==> src/rtl/tx_sched_pkg.sv <==
// rtl/tx_sched_pkg.sv - symbol constants, scheduler state enum and CRC-8 step function
package tx_sched_pkg;

  localparam logic [7:0] K28_5     = 8'hBC;
  localparam logic [7:0] K27_7     = 8'hFB;
  localparam logic [7:0] K29_7     = 8'hFD;
  localparam logic [7:0] K30_7     = 8'hFE;
  localparam logic [7:0] CRC8_POLY = 8'h07;

  typedef enum logic [2:0] {
    ST_IDLE,
    ST_SOF,
    ST_DATA,
    ST_CRC,
    ST_EOF,
    ST_ABORT
  } state_t;

  // Byte-at-a-time CRC-8, MSB first
  function automatic logic [7:0] crc8_next(input logic [7:0] crc, input logic [7:0] data);
    logic [7:0] c;
    c = crc ^ data;
    for (int i = 0; i < 8; i++) begin
      c = c[7] ? ((c << 1) ^ CRC8_POLY) : (c << 1);
    end
    return c;
  endfunction

endpackage

==> src/rtl/tx_frame_sched_if.sv <==
// rtl/tx_frame_sched_if.sv - packet source byte stream into the frame scheduler
interface tx_frame_sched_if;

  logic       s_valid;
  logic [7:0] s_data;
  logic       s_last;
  logic       s_ready;

  modport master (output s_valid, output s_data, output s_last, input s_ready);
  modport slave  (input s_valid, input s_data, input s_last, output s_ready);

endinterface

==> src/rtl/tx_crc8.sv <==
// rtl/tx_crc8.sv - registered CRC-8 (poly 0x07, init 0x00) with clear and byte enable
import tx_sched_pkg::*;

module tx_crc8 (
  input  logic       clk,
  input  logic       reset,
  input  logic       clr,
  input  logic       en,
  input  logic [7:0] data,
  output logic [7:0] crc
);

  always_ff @(posedge clk or posedge reset) begin
    if (reset) begin
      crc <= 8'h00;
    end else if (clr) begin
      crc <= 8'h00;
    end else if (en) begin
      crc <= crc8_next(crc, data);
    end
  end

endmodule

==> src/rtl/tx_frame_sched.sv <==
// rtl/tx_frame_sched.sv - SOF/payload/EOF symbol scheduler with K28.5 fill ahead of the 8b/10b encoder
// Optional CRC-8 trailer byte before EOF when TX_FRAME_SCHED_CRC8_EN is defined.
import tx_sched_pkg::*;

module tx_frame_sched #(
  parameter int MAX_LEN  = 256,
  parameter int IDLE_MIN = 4
) (
  input  logic            clk,
  input  logic            reset,
  tx_frame_sched_if.slave src,
  output logic            enc_k,
  output logic [7:0]      enc_eb,
  output logic            busy,
  output logic            frame_done,
  output logic            abort
);

  localparam int LEN_W = $clog2(MAX_LEN + 1);
  localparam int GAP_W = $clog2(IDLE_MIN + 1);
  localparam logic [LEN_W-1:0] LEN_LAST = LEN_W'(MAX_LEN - 1);
  localparam logic [GAP_W-1:0] GAP_LOAD = GAP_W'(IDLE_MIN);

  state_t           state_q, state_d;
  logic [GAP_W-1:0] gap_q, gap_d;
  logic [LEN_W-1:0] len_q, len_d;
  logic             enc_k_d, busy_d, done_d, abort_d;
  logic [7:0]       enc_eb_d;

`ifdef TX_FRAME_SCHED_CRC8_EN
  localparam state_t ST_TAIL = ST_CRC;
  logic [7:0] crc;

  tx_crc8 u_crc (
    .clk   (clk),
    .reset (reset),
    .clr   (state_q == ST_SOF),
    .en    (src.s_ready && src.s_valid),
    .data  (src.s_data),
    .crc   (crc)
  );
`else
  localparam state_t ST_TAIL = ST_EOF;
`endif

  assign src.s_ready = (state_q == ST_DATA);

  always_ff @(posedge clk or posedge reset) begin
    if (reset) begin
      state_q    <= ST_IDLE;
      gap_q      <= GAP_LOAD;
      len_q      <= '0;
      enc_k      <= 1'b1;
      enc_eb     <= K28_5;
      busy       <= 1'b0;
      frame_done <= 1'b0;
      abort      <= 1'b0;
    end else begin
      state_q    <= state_d;
      gap_q      <= gap_d;
      len_q      <= len_d;
      enc_k      <= enc_k_d;
      enc_eb     <= enc_eb_d;
      busy       <= busy_d;
      frame_done <= done_d;
      abort      <= abort_d;
    end
  end

  always_comb begin
    state_d  = state_q;
    gap_d    = gap_q;
    len_d    = len_q;
    enc_k_d  = 1'b1;
    enc_eb_d = K28_5;
    busy_d   = busy;
    done_d   = 1'b0;
    abort_d  = 1'b0;
    case (state_q)
      ST_IDLE: begin
        // The comma emitted on the edge that leaves IDLE is the last one of the gap
        if (gap_q != '0) gap_d = gap_q - GAP_W'(1);
        if (gap_q <= GAP_W'(1) && src.s_valid) state_d = ST_SOF;
      end
      ST_SOF: begin
        enc_eb_d = K27_7;
        busy_d   = 1'b1;
        len_d    = '0;
        state_d  = ST_DATA;
      end
      ST_DATA: begin
        if (src.s_valid) begin
          enc_k_d  = 1'b0;
          enc_eb_d = src.s_data;
          len_d    = len_q + LEN_W'(1);
          if (src.s_last)            state_d = ST_TAIL;
          else if (len_q == LEN_LAST) state_d = ST_ABORT;
        end else begin
          // Underrun: the abort symbol replaces the missing byte directly
          enc_eb_d = K30_7;
          abort_d  = 1'b1;
          busy_d   = 1'b0;
          gap_d    = GAP_LOAD;
          state_d  = ST_IDLE;
        end
      end
`ifdef TX_FRAME_SCHED_CRC8_EN
      ST_CRC: begin
        enc_k_d  = 1'b0;
        enc_eb_d = crc;
        state_d  = ST_EOF;
      end
`endif
      ST_EOF: begin
        enc_eb_d = K29_7;
        done_d   = 1'b1;
        busy_d   = 1'b0;
        gap_d    = GAP_LOAD;
        state_d  = ST_IDLE;
      end
      ST_ABORT: begin
        enc_eb_d = K30_7;
        abort_d  = 1'b1;
        busy_d   = 1'b0;
        gap_d    = GAP_LOAD;
        state_d  = ST_IDLE;
      end
      default: state_d = ST_IDLE;
    endcase
  end

endmodule
==> src/flat_wrapper.sv <==
// flat-port wrapper written by rule: the top's interface ports become plain ports
module tx_frame_sched_flat 
#(
  parameter int MAX_LEN  = 256,
  parameter int IDLE_MIN = 4
)
  (clk, reset, enc_k, enc_eb, busy, frame_done, abort, src_s_valid, src_s_data, src_s_last, src_s_ready);
  tx_frame_sched_if src_i ();
  input  logic clk;
  input  logic reset;
  output logic enc_k;
  output logic [7:0] enc_eb;
  output logic busy;
  output logic frame_done;
  output logic abort;
  input wire logic [$bits(src_i.s_valid)-1:0] src_s_valid;
  input wire logic [$bits(src_i.s_data)-1:0] src_s_data;
  input wire logic [$bits(src_i.s_last)-1:0] src_s_last;
  output wire logic [$bits(src_i.s_ready)-1:0] src_s_ready;
  assign src_i.s_valid = src_s_valid;
  assign src_i.s_data = src_s_data;
  assign src_i.s_last = src_s_last;
  assign src_s_ready = src_i.s_ready;
  tx_frame_sched #(.MAX_LEN(MAX_LEN), .IDLE_MIN(IDLE_MIN)) u_core (.clk(clk), .reset(reset), .src(src_i), .enc_k(enc_k), .enc_eb(enc_eb), .busy(busy), .frame_done(frame_done), .abort(abort));
endmodule
==> config.mk <==
export PLATFORM = sky130hd
export DESIGN_NAME = tx_frame_sched_flat
export DESIGN_NICKNAME = d
export VERILOG_FILES = /design/src/rtl/tx_sched_pkg.sv /design/src/rtl/tx_frame_sched_if.sv /design/src/rtl/tx_crc8.sv /design/src/rtl/tx_frame_sched.sv /design/src/flat_wrapper.sv
export SDC_FILE = /design/constraint.sdc
export NUM_CORES = 1
export LEC_CHECK = 0
export BUFFER_PORTS_ARGS = -buffer_cell sky130_fd_sc_hd__buf_2
export CORE_MARGIN = 2
export CORE_UTILIZATION = 32
export DETAILED_ROUTE_END_ITERATION = 16
export GPL_ROUTABILITY_DRIVEN = 1
export SLEW_MARGIN = 20
export SYNTH_ARGS = -nofsm -noshare
export SYNTH_HDL_FRONTEND = slang
export SYNTH_HIERARCHICAL = 1
export SYNTH_SLANG_ARGS = --single-unit
export TNS_END_PERCENT = 5
==> constraint.sdc <==
create_clock -name clk -period 2.5 [get_ports clk]
set_input_delay 0.25 -clock clk [delete_from_list [all_inputs] [get_ports clk]]
set_output_delay 0.25 -clock clk [all_outputs]
set_load 0.03 [all_outputs]
==> impl_metrics.toml <==
[worst_setup_path]
crit_path_start = "u_core/state_q[1]"
rrSetupSlack_ns = 0.69
start_kind = "register"
end_kind = "primary output"
cp.required_ns = 2.25
worstPathArrival_ns = 1.65
r2r_cells = 4
crit_path_end = "src_s_ready"
rr_startpoint = "u_core/state_q[2]"
r2r-end = "u_core/len_q[5]"
critPathMaxFanout = 15
path_class = "reg2out"

[logic_synthesis]
synthesis.area_mm2 = 0.00129
synth_edf_count = 0
synth_nets = 139
synth_cells = 122
netlist.area_leader.share = 0.388
synth_seq_area_share = 0.531
ys_types = 37
synthFlopType = "dfrtp_1"
ys.warnings.count = 6
ys_seq_elements = 27
async_reset_ff_frac = 1.00
synth_area_per_cell_um2 = 10.6
synth_area_leader_cell = "dfrtp_1"
synth_area_leaders = "dfrtp_1, dfstp_2, ha_1"

[power_and_ir_drop]
p_per_area_mw_per_mm2 = 972
p_leak_nw = 0.703
ir_worst_vdd_uv = 479

[outcome]
status = "finished clean"

[clocking]
h-tree-depth = 1
path_clk_slew_ns = 0.09
postCtsSetupRepairBufs = 0
cts_buffers = 3
root_buffer = "clkbuf_8"
cts_tree = "built"
clockBufferDepth = 2
numClockSinks = 27
clkLatencyLatePin_ns = 0.27

[finish]
syn_to_final_growth_pct = 17.8
most-common-layout-cells = "buf_2, dfrtp_1, nand2_1, inv_1"
diodes = 0
finalNetCount = 166
nFillCells = 401
final_common_cell = "buf_2"
layout-drive-gt1-share = 0.284
fin_util = 0.385
final_area_mm2 = 0.00152

[die]
die_area_mm2 = 0.00455
boundaryPins = 25
die_w_um = 67.5
start_util = 0.327
die_h_um = 67.5
rows = 23
core_area_mm2 = 0.00394

[route]
drt-vias-per-instance = 4.82
vias = 954
final_antenna_net_count = 0
wl_mm = 2.48
initialDrtViolationCount = 60
drc = 0
post_drt_wl_per_cell_um = 12.5
dr.pass1.iters = 3

[placement]
port_buffers = 24
place_congestion = 0.784
placed_cell_area_mm2 = 0.00146
dp_hpwl_mm = 1.88

[global_route]
grt_use_total = 0.119
grt_pass1_wl_mm = 4.15
overflow = 0
antenna_found_initial = 0
grt_pass1_vias = 949
grt_max_degree = 17

[timing]
tns_ns = 0
max_freq_mhz = 527
fin_crit_sh = 0.759
clock-skew-final_ns = 0.000658
rsz0062_at_grt = "no"
slew_violations = 0
period_needed_ns = 1.90
setup_viol = 0
hold_violations = 0
tightest_slew_ns = 0.496
slew-limit-headroom = 0.669
holdWs_ns = 0.159

[flow_run]
drv_cap = 0

[hold_path]
hp-class = "in2reg"
holdPathStages = 2
==> what timing repair did <==
item,in CTS,in global routing
hold buffers,1,0
endpoints found under the hold margin,9,0
resized for setup,0,0
==> power by group <==
group	leakage, nW	total [mW]	internal, mW	switching, mW
registers	0.342	0.674	0.569	0.105
logic	0.338	0.558	0.238	0.320
clock network	0.0228	0.245	0.114	0.131
total	0.703	1.48	0.921	0.556
==> cell type report <==
cell class,count,area (um^2),area share
clock buffer,4,45.0,0.0297
inverter,9,33.8,0.0222
multi-input combinational,81,548,0.361
sequential,27,684,0.451
tap,50,62.6,0.0412
timing repair buffer,27,145,0.0956
==> worst max-delay path: stages, from the launching register on <==
cell and delay [ns]:
dfrtp_1 0.59, or3b_1 0.46, inv_1 0.12, buf_2 0.20
==> per-layer routing <==
| layer | share of wire | up-vias | track usage |
|---|---|---|---|
| li1 | - | 477 | - |
| met1 | 0.46 | 458 | 0.143 |
| met2 | 0.49 | 15 | 0.213 |
| met3 | 0.038 | 4 | 0.0300 |
| met4 | 0.0077 | 0 | 0.0281 |
| met5 | 0 | - | 0 |
==> logic make-up (layout without fill, tap and decap cells) <==
logic type | Yosys count | after routing | synth area share
AND/OR/NAND/NOR | 48 | 48 | 0.221
flip-flops | 27 | 27 | 0.531
AO/OA/AOI/OAI | 24 | 24 | 0.123
buffers and inverters | 14 | 40 | 0.0446
adder cells (fa/ha/maj) | 5 | 5 | 0.0485
multiplexers | 4 | 4 | 0.0320
==> worst min-delay path by stage <==
stage                             start                 to  slack, ns
after floorplan                   reset       u_core/abort       0.30
final                     src_s_data[5]   u_core/enc_eb[5]       0.16
after global placement            reset  u_core/frame_done       0.27
after global routing      src_s_data[5]   u_core/enc_eb[5]       0.15
after detailed placement          reset   u_core/enc_eb[0]       0.28
after CTS                 src_s_data[5]   u_core/enc_eb[5]       0.16
==> synthesized netlist by cell type (2+ instances only) <==
library cell and number:
dfrtp_1 20, inv_1 8, nand2_1 8, dfstp_2 7, nor2_1 7, o21ai_0 7
or2b_1 7, nand3_1 6, a21oi_1 5, ha_1 5, clkbuf_1 3, mux2i_1 3
nand2b_1 3, nor2b_1 3, or4_1 3, a21o_1 2, nor3_1 2, o22ai_1 2
o31ai_1 2, or3_1 2
==> metrics by stage <==
| step | setup WS, ns | total power, mW | instances |
|---|---|---|---|
| floorplan | 0.879 | 1.09 | 122 |
| global placement | 0.770 | 1.22 | 193 |
| detailed placement | 0.719 | 1.24 | 193 |
| CTS | 0.581 | 1.49 | 198 |
| global route | 0.506 | 1.60 | 198 |
| finish | 0.602 | 1.48 | 198 |
==> sequential cells by signal, indices dropped and copies added, names as in the netlist <==
signal	count
u_core/enc_k	1
u_core/len_q	9
u_core/busy	1
u_core/enc_eb	8
u_core/state_q	3
u_core/abort	1
u_core/frame_done	1
u_core/gap_q	3
Power figures use the tool's default switching activity.
